==> config.mk <==
export PLATFORM = sky130hd
export DESIGN_NAME = seq_multiplier
export DESIGN_NICKNAME = d
export VERILOG_FILES = /design/src/rtl/seq_multiplier_pkg.sv /design/src/rtl/seq_multiplier.sv
export SDC_FILE = /design/constraint.sdc
export NUM_CORES = 1
export LEC_CHECK = 0
export BUFFER_PORTS_ARGS = -buffer_cell sky130_fd_sc_hd__buf_4
export CAP_MARGIN = 0
export CORE_ASPECT_RATIO = 0.7
export CORE_MARGIN = 2
export CORE_UTILIZATION = 65
export CTS_CLUSTER_SIZE = 24
export DETAILED_ROUTE_END_ITERATION = 10
export HOLD_SLACK_MARGIN = 0.1
export PLACE_DENSITY = 0.85
export SYNTH_ARGS = -nofsm -noshare
export SYNTH_HDL_FRONTEND = slang
export SYNTH_SLANG_ARGS = --single-unit
==> constraint.sdc <==
create_clock -name Clk -period 18.3 [get_ports Clk]
set_input_delay 3.66 -clock Clk [delete_from_list [all_inputs] [get_ports Clk]]
set_output_delay 3.66 -clock Clk [all_outputs]
set_load 0.005 [all_outputs]
==> src/rtl/seq_multiplier_pkg.sv <==
// Datapath package for the MUL extension: state encoding, width and
// magnitude/negate helpers shared with the ALU.
package seq_multiplier_pkg;

  localparam int unsigned MUL_WIDTH = 16;

  typedef enum logic [1:0] {
    IDLE = 2'd0,
    CALC = 2'd1,
    DONE = 2'd2
  } mul_state_t;

  // Unsigned magnitude of a two's-complement value; the most negative value maps onto itself.
  function automatic logic [MUL_WIDTH-1:0] abs_val(input logic [MUL_WIDTH-1:0] x);
    return x[MUL_WIDTH-1] ? (~x + MUL_WIDTH'(1)) : x;
  endfunction

  function automatic logic [2*MUL_WIDTH-1:0] neg_val(input logic [2*MUL_WIDTH-1:0] x);
    return ~x + (2*MUL_WIDTH)'(1);
  endfunction

endpackage

==> src/rtl/seq_multiplier.sv <==
// Multi-cycle signed multiplier for the MUL instruction: sign-magnitude
// shift-add over WIDTH cycles, handshaked with the ISDU via MUL_EN/MUL_R.
module seq_multiplier
  import seq_multiplier_pkg::*;
#(
  parameter int unsigned WIDTH = MUL_WIDTH
) (
  input  logic             Clk,
  input  logic             Reset,
  input  logic             MUL_EN,
  input  logic [WIDTH-1:0] A,
  input  logic [WIDTH-1:0] B,
  output logic [WIDTH-1:0] Product,
  output logic             Overflow,
  output logic             MUL_R
);

  localparam int unsigned CW = $clog2(WIDTH) + 1;
  localparam int unsigned AW = 2 * WIDTH;

  mul_state_t       state_q, state_d;
  logic [WIDTH-1:0] mcand_q, mcand_d;
  logic [WIDTH-1:0] mplier_q, mplier_d;
  logic [AW-1:0]    acc_q, acc_d;
  logic             sign_q, sign_d;
  logic [CW-1:0]    count_q, count_d;
  logic [WIDTH-1:0] product_q, product_d;
  logic             overflow_q, overflow_d;

  logic [WIDTH-1:0] a_mag, b_mag;
  logic [AW-1:0]    acc_add;
  logic [AW-1:0]    signed_full;
  logic             last_iter;
  logic             full_ovf;

  // Magnitudes of the raw operands; the most negative value stays as its own magnitude.
  assign a_mag = A[WIDTH-1] ? (~A + WIDTH'(1)) : A;
  assign b_mag = B[WIDTH-1] ? (~B + WIDTH'(1)) : B;

  assign acc_add     = mplier_q[0] ? (acc_q + ({{WIDTH{1'b0}}, mcand_q} << count_q)) : acc_q;
  assign signed_full = sign_q ? (~acc_add + AW'(1)) : acc_add;
  assign last_iter   = (count_q == CW'(WIDTH - 1));

  // Result fits iff the upper half plus the result sign bit are all equal.
  assign full_ovf = !((&signed_full[AW-1:WIDTH-1]) || (~|signed_full[AW-1:WIDTH-1]));

  always_comb begin
    state_d    = state_q;
    mcand_d    = mcand_q;
    mplier_d   = mplier_q;
    acc_d      = acc_q;
    sign_d     = sign_q;
    count_d    = count_q;
    product_d  = product_q;
    overflow_d = overflow_q;

    unique case (state_q)
      IDLE: begin
        if (MUL_EN) begin
          mcand_d  = a_mag;
          mplier_d = b_mag;
          sign_d   = A[WIDTH-1] ^ B[WIDTH-1];
          acc_d    = '0;
          count_d  = '0;
          state_d  = CALC;
        end
      end
      CALC: begin
        if (!MUL_EN) begin
          state_d = IDLE;
        end else begin
          acc_d    = acc_add;
          mplier_d = mplier_q >> 1;
          count_d  = count_q + CW'(1);
          if (last_iter) begin
            state_d    = DONE;
            product_d  = signed_full[WIDTH-1:0];
            overflow_d = full_ovf;
          end
        end
      end
      DONE: begin
        if (!MUL_EN) begin
          state_d = IDLE;
        end
      end
      default: state_d = IDLE;
    endcase
  end

  always_ff @(posedge Clk or negedge Reset) begin
    if (!Reset) begin
      state_q    <= IDLE;
      mcand_q    <= '0;
      mplier_q   <= '0;
      acc_q      <= '0;
      sign_q     <= 1'b0;
      count_q    <= '0;
      product_q  <= '0;
      overflow_q <= 1'b0;
    end else begin
      state_q    <= state_d;
      mcand_q    <= mcand_d;
      mplier_q   <= mplier_d;
      acc_q      <= acc_d;
      sign_q     <= sign_d;
      count_q    <= count_d;
      product_q  <= product_d;
      overflow_q <= overflow_d;
    end
  end

  assign Product  = product_q;
  assign Overflow = overflow_q;
  assign MUL_R    = (state_q == DONE);

endmodule

==> results of run 1 <==
## logic make-up after synthesis
| kind of cell | synth area share [%] |
|---|---|
| flops | 26.81 |
| xor+xnor | 6.115 |
| simple gates | 23.84 |
| buf+inv | 4.263 |
| fa+ha+maj | 5.663 |
| mux | 7.109 |
| compound gates | 26.19 |
## power groups by stage
| stage | Clock [mW] | Combinational (mW) | Sequential (mW) |
|---|---|---|---|
| after floorplan | 0 | 0.366 | 0.235 |
| after CTS | 0.206 | 0.469 | 0.246 |
| final | 0.205 | 0.484 | 0.247 |
| after global placement | 0 | 0.454 | 0.249 |
| after detailed placement | 0 | 0.463 | 0.249 |
| after global routing | 0.213 | 0.528 | 0.250 |
## cell usage after synthesis (4+ instances only)
master	number	share of area [%]
and3_1	4	0.30
o22ai_1	25	1.9
nand2_1	141	6.4
a21oi_1	82	4.9
o41ai_1	5	0.53
a31oi_1	7	0.53
nand4_1	18	1.4
buf_1	8	0.36
or4_1	7	0.63
nand3_1	27	1.6
a21o_1	13	1.2
buf_2	6	0.36
o221a_2	5	0.68
nor3_1	24	1.4
clkbuf_1	52	2.3
a211oi_1	9	0.81
nor4_1	4	0.30
mux2_2	16	2.2
o31ai_1	18	1.6
ha_1	36	5.4
dfrtp_1	89	27
nor2_1	99	4.5
nand2b_1	13	0.98
nand3b_1	7	0.63
o211ai_1	5	0.45
a22o_1	6	0.63
o21ai_0	110	6.6
xnor2_1	28	3.0
or3_1	24	1.8
xor2_1	30	3.2
or2_2	5	0.38
a211o_1	4	0.42
a22oi_1	4	0.36
nor3b_1	5	0.45
o21a_1	9	0.81
o21ai_1	5	0.30
inv_1	23	1.0
nor2b_1	10	0.75
mux2i_1	41	4.9
## critical path, cell delays in order, from the launching register on
cell	delay [ps]
dfrtp_1	790
inv_1	430
o31a_1	410
mux2_2	290
o21ai_0	280
nor2_1	120
ha_1	530
nand4_1	270
nor2_2	250
a211oi_4	120
o2111a_1	300
nor3_4	370
or4b_4	540
or2_0	380
or3b_1	410
o21ai_1	120
a32oi_1	120
or3b_1	420
o41ai_2	270
a31oi_1	60
## flip-flops by register name, indices dropped and copies added (netlist names)
register	cells
acc_q	32
Product	16
mcand_q	16
mplier_q	16
count_q	5
state_q	2
Overflow	1
sign_q	1
## through the flow
step	utilization, %	worst slack, ps	power [mW]
2_1_floorplan	-	12390	0.6009
3_3_place_gp	69.91	12070	0.7034
3_5_place_dp	69.91	11860	0.7123
4_1_cts	72.48	11810	0.9209
5_1_grt	72.48	11270	0.9908
6_report	72.48	11680	0.9365
## path summary, 6_finish.rpt
| check | endpoint | slack, ps | startpoint | depth (start not counted) |
|---|---|---|---|---|
| max | Overflow | 11680 | count_q[0] | 19 |
| min | mplier_q[15] | 480 | mplier_q[15] | 2 |
| max reg2reg | Overflow | 11680 | count_q[0] | 19 |
| min reg2reg | mplier_q[15] | 480 | mplier_q[15] | 2 |
| max in group asynchronous | mplier_q[0] | 13900 | Reset | 2 |
| min in group asynchronous | acc_q[22] | 3210 | Reset | 1 |
## layer usage
layer  track usage [%]  vias up  part of all wire, %
met5                 0        -                    0
met4             7.925        0                  2.0
met3             6.511       44                  9.9
met2             51.46      412                   41
met1             54.09     3902                   47
li1                  -     3993                    -
## layout make-up
cell class	count	area (µm²)	area share (%)
clock inverters	7	95.09	1.053
multi-input cells	905	5731	63.43
inverters	23	86.33	0.9557
well taps	162	202.7	2.244
clock buffers	9	225.2	2.493
repair buffers	62	465.4	5.152
flip-flops and latches	89	2228	24.67
==> results.txt, run 1 <==
The number of buffers added on ports was 52; the post-CTS repair timing setup buffer count was 0. The maximum number of pins on one net before global-route repair came out at 63. Leaving out fill and tap cells, the most frequent cell in the layout is nand2_1. Setup repair after global routing left no endpoint under its margin. The start-to-end type of the worst setup path is flop to flop. Net switching is 46.12% of the power.

Counting flops with an async set or reset pin after synthesis yields a share of 100.0%. After clock tree synthesis, the clock-pin slew on the worst setup and hold paths is 80 ps. Worst hold path class: flop to flop.

The detail route stage leaves a number of antenna-violating nets equal to 0. The total global routing track utilization came out at 35.15%. The tools report the fraction of power consumed by combinational cells as 51.7%. The clock arrives with 14.31 ps of skew. Detailed-route vias per instance: 6.644. After synthesis the netlist holds a flip-flop and latch count of 89. The worst IR drop on VDD was 72.91 µV; the die width was 139.1 µm.

The run gives 23750 µm as the sum of routed wire length over all layers. The library cells used most frequently in the layout, excluding fill and tap cells, are nand2_1 (141), o21ai_0 (110), nor2_1 (98). The tools report the post-synthesis cell type count as 82.

For the pin with the worst max-slew slack, the measured transition is 1078 ps. The element type at the critical path start is a flop. TritonCTS built the clock tree. Sequential cells burn 26.4% of the power. Global routing finished with a remaining overflow of 0. The placeable core area is 12460 µm², and the insertion delay of the later-clocked pin in the worst-skew pair is 360 ps.

For this design the total switching power over the nets is 0.4320 mW. The floorplan has 34 rows. For the final number of max-transition violations, the log shows 0.

In this run the count of I/O pins placed on the die edge is 53. Summing all non-filler instances in the final layout gives an area of 9034 µm². The number of global-route vias before repair was 7584. Of the cells placed in the final design, the portion with a size suffix greater than 1 is 11.32%.

For the count of hold-fix buffers inserted at cts, the log shows 0. Per report_power, the clock group accounts for 21.9% of the total. Summed over all nets, the half-perimeter wirelength after detailed placement is 17370 µm. The number of placed instances, taps included, is 1241.

The tree is rooted in a clkbuf_16. For the number of resized instances in the post-cts repair step, the log shows 0. After detailed routing, the number of remaining DRC violations is 0.

The clock passes through at most 2 buffers. Summing all placed instances gives a cell area of 8713 µm². The data arrival time of the critical path is 6860 ps, and the internal power is 0.5046 mW. The logs give 28.12% for the worst slew margin relative to its limit and 3 for the maximum level of the CTS H-tree. In this run the worst path has a maximum fanout of 23. After the last flow step, the layout net total stands at 1162. After the first detailed-routing iteration, the DRC count stood at 1125. The most common flop cell mapped by yosys is dfrtp_1.

The area enclosed by the die boundary is 13710 µm², and the final RePlAce weighted congestion is 0.9901. The first detailed-routing pass took 6 iterations. The logs give 66.64% for the starting density of the core and 993 for the number of fill cells.

The sequential fraction of the synthesis area is 26.81%, and the number of synthesized flops with an enable pin is 0. When the netlist entered floorplanning its net count stood at 1157. Measured along the y axis, the die boundary spans 98.58 µm.

Across the run, the number of max-cap violations was 0. The initial antenna violation count is 0, and the final worst hold slack is 476.0 ps. The mapped netlist covers 8307 µm². For the worst setup path, the data required time is 18540 ps. The flow ran to the end, and the final reports show no timing, DRC or antenna violations.

The run gives 3.848 nW as the static leakage. The synthesized area per cell came out at 7.656 µm². Dividing the detail-routed wire length by the instance count gives 18.89 µm. The total via count after detailed routing was 8351. The count of clock tree sinks came out at 89.

The first global-routing pass estimated 39250 µm of wire. The run gives 1257 as the final standard cell count with taps included and fillers excluded. Derived from the worst setup path, the maximum achievable clock frequency is 151.1 MHz.

The final critical path time including I/O delays and setup is 6618 ps. The count of endpoints failing setup in the final report is 0. Adding up every negative setup slack in the final design gives 0 ps.

The number of clock buffers inserted by TritonCTS is 9, and the antenna diode instance count is 0. Sort of element at the end of the critical path: a flop. The area growth from synthesis to layout is 8.751%, and the number of failing hold endpoints at the final stage is 0.

The worst path uses 36.16% of the clock period. During synthesis, Yosys emitted a total of 0 warnings. After technology mapping, the gate count stands at 1085. Power density over the cells: 103.7 nW/µm².
(Power assumes the default switching activity.)
==> run 2, diff against run 1 <==
CORE_UTILIZATION = 57   (was 65)
PLACE_DENSITY = 0.79   (was 0.85)
clock period = 5.9 ns   (was 18.3 ns; I/O delays follow)
==> results.txt, run 2 (synthesis results as in run 1) <==
The top cell types in the final layout, fill and taps aside, are nand2_1 (141), buf_4 (123), o21ai_0 (106). The count of hold-fix buffers inserted at cts is 0 (unchanged). The run finished with clean final reports.

TritonCTS built the clock tree. In this run the clock root is driven by a clkbuf_16. The tools report the number of clock buffers inserted by TritonCTS as 9 (unchanged).

The initial antenna violation count came out at 0 (unchanged). The area growth from synthesis to layout came out at 15.50%. The tools report the number of core rows as 36 (+5.9%). STA classifies the critical path startpoint as a flop. The run gives 176.3 MHz (+17%) as the maximum clock frequency. The slew at the pin with the worst max-slew slack was 1205 ps (+127.1 ps). The die width was 148.3 µm (+6.6%). The post-layout instance area is 9594 µm² (+6.2%), and the number of fill cells is 1227 (+24%). The internal power came out at 1.776 mW (+250%).

The combined buffer and inverter count along the critical path was 2 (+1); the antenna diode instance count was 0 (unchanged). By startpoint and endpoint, the worst setup path is classified as flop to flop. The tools report the total via count after detailed routing as 8551 (+2.4%). The startpoint identified for the worst register-to-register timing path is count_q[1]. The number of max-capacitance violations reported was 0 (unchanged). The slowest stage of the critical path is the dfrtp_2 cell. The count of endpoints failing setup in the final report is 0 (unchanged). The insertion delay of the later-clocked pin in the worst-skew pair is 350 ps (about the same), and the critical path data required time is 6130 ps (-12410 ps).

Among cell families on the critical path, the largest total delay comes from compound AO/OA/AOI/OAI gates. The worst hold path class was flop to flop. The area used by sequential logic in the layout was 2231 µm² (+0.11%); the starting density of the core was 58.92% (-7.7 points).

The data arrival time of the critical path came out at 5910 ps (-950 ps). Number of flip-flops in the largest register: 32 (unchanged). The worst setup path is captured at a flop.

The fraction of final layout cells with drive strength greater than 1 came out at 16.96% (+5.6 points). The power density over the cells came out at 328.5 nW/µm² (+220%). The maximum number of pins on one net before global-route repair is 65 (+3.2%), and the number of buffers added on ports is 52 (unchanged). The library cell used most frequently in the layout, excluding fill and tap cells, is nand2_1.

Final RePlAce weighted congestion: 0.9918 (+0.17%). The number of nets with antenna violations after detailed routing came out at 0 (unchanged). The fraction of power consumed by combinational cells is 54.9% (+3.2 points). The final routed wire length divided by cell count is 17.98 µm (-4.8%).

The worst stage delay on the critical path is 480 ps (-310 ps). The final critical path time including I/O delays and setup is 5673 ps (-944.3 ps). Instance area at placement: 9199 µm² (+5.6%).

The final worst hold slack came out at 483.1 ps (+7.036 ps). The CTS clock-pin slew for the worst setup and hold paths works out to 70 ps (about the same). The maximum level of the CTS H-tree was 3 (unchanged).

The final core area utilization was 68.05% (-4.4 points). The sum of routed wire length over all layers was 24200 µm (+1.9%); the sequential cell fraction of total power was 24.4% (-2.0 points). Placeable core area: 14100 µm² (+13%). The buffer depth of the longest clock path was 2 (unchanged).

The run gives 39790 µm (+1.4%) as the global-route wire length before repair. For the remaining global-route overflow, the log shows 0 (unchanged). The number of global-route vias before repair is 7829 (+3.2%), and the area taken by multi-input logic gates is 5781 µm² (+0.87%).

The chip height works out to 105 µm (+6.5%). The tools report the share of power burned in the clock network as 20.8% (-1.1 points). The final net count is 1223 (+5.2%), and the register-to-register setup slack is 230 ps (-11460 ps). The count of clock tree sinks came out at 89 (unchanged). For the area enclosed by the die boundary, the log shows 15570 µm² (+14%). The start point of the critical path is count_q[1].

The run gives 31.39% (-3.8 points) as the total global routing track utilization. The worst hold path begins at mplier_q[15]. The signal on the critical path passes through buf_4 > and2_1 > o31a_1 > mux2_2 > o21ai_0 > nor2_1 > ha_1 > buf_4 > nand2_1 > a211oi_1 > a21oi_2 > mux2_2 > nor4bb_1 > nand3_1 > or2_0 > or2_1 > or2_4 > o21a_1 > o32a_1 > o41ai_2 > a31oi_1. The fraction of the cycle the final worst path needs came out at 96.16% (+60 points). The run gives 1.376 mW (+220%) as the net switching power. The number of failing hold endpoints at the final stage was 0 (unchanged); the number of detailed-routing iterations run before antenna repair was 5 (-1). The endpoint identified for the worst register-to-register timing path is Overflow. The count of cells along the worst hold path is 2 (unchanged), and the worst reg2reg path depth is 21 (+2). Detailed-route vias per instance: 6.353 (-4.4%).

acc_q holds more flip-flops than any other register. For the number of I/O pins, the log shows 53 (unchanged). The tools report the worst min-delay path endpoint as mplier_q[15]. For the worst IR drop on VDD, the log shows 231.4 µV (+220%). The tools report the number of violations reported at the end of detailed-routing iteration 0 as 857 (-24%). For the post-detailed-placement half-perimeter wirelength, the log shows 18200 µm (+4.8%). The final routed DRC violation total was 0 (unchanged); the peak fanout along the critical path was 11 (-52%).

The tools report the worst slew margin relative to its limit as 19.65% (-8.5 points). The logs give 4.169 nW (+8.3%) for the static leakage and 0 (unchanged) for the final number of max-transition violations. The worst setup skew after layout is 11.12 ps (-3.188 ps), and the fraction of power spent switching nets is 43.66% (-2.5 points).
run 2: how the worst max path moves through the flow:
stage / depth (start not counted) / slack (ps) / endpoint
floorplan: 24 / 130 / Overflow
global placement: 21 / 240 / Overflow
detailed placement: 21 / 120 / Overflow
CTS: 21 / 110 / Overflow
global route: 21 / -70 / Overflow
finish: 21 / 230 / Overflow
run 2: cell type report:
| type | instances | share of cell area, % |
|---|---|---|
| timing repair buffer | 123 | 9.624 |
| multi-input combinational | 905 | 60.25 |
| inverter | 23 | 0.8998 |
| tap | 190 | 2.478 |
| clock inverter | 6 | 1.004 |
| sequential | 89 | 23.25 |
| clock buffer | 10 | 2.491 |
run 2: power groups by stage:
stage / clock network (mW) / registers, mW / logic, mW
6_report: 0.654 / 0.768 / 1.73
3_3_place_gp: 0 / 0.773 / 1.60
4_1_cts: 0.661 / 0.764 / 1.64
2_1_floorplan: 0 / 0.730 / 1.13
5_1_grt: 0.686 / 0.777 / 1.89
3_5_place_dp: 0 / 0.774 / 1.63
run 2: repair_timing:
item                       CTS  global route
setup buffers                0             1
setup endpoints to repair    0             1
gates resized for setup      0            17
run 2: worst min-delay path: stages, from the launching register on:
cell and delay (ps):
dfrtp_1 340, nand2_1 60, o41ai_1 50
run 2: per-layer routing:
| metal | track usage (%) | wire length, µm |
|---|---|---|
| met1 | 47.38 | 11530 |
| met2 | 46.13 | 10090 |
| met3 | 6.157 | 2133 |
| met4 | 7.075 | 452 |
| met5 | 0 | 0 |
run 2: through the flow:
stage / total power [mW] / setup TNS, ps / std cells / worst slack [ps]
6_report: 3.152 / 0 / 1346 / 226.6
5_1_grt: 3.352 / -72.48 / 1346 / -72.48
4_1_cts: 3.069 / 0 / 1345 / 105.9
3_5_place_dp: 2.406 / 0 / 1329 / 120.8
3_3_place_gp: 2.370 / 0 / 1329 / 243.6
2_1_floorplan: 1.864 / 0 / 1085 / 132.5
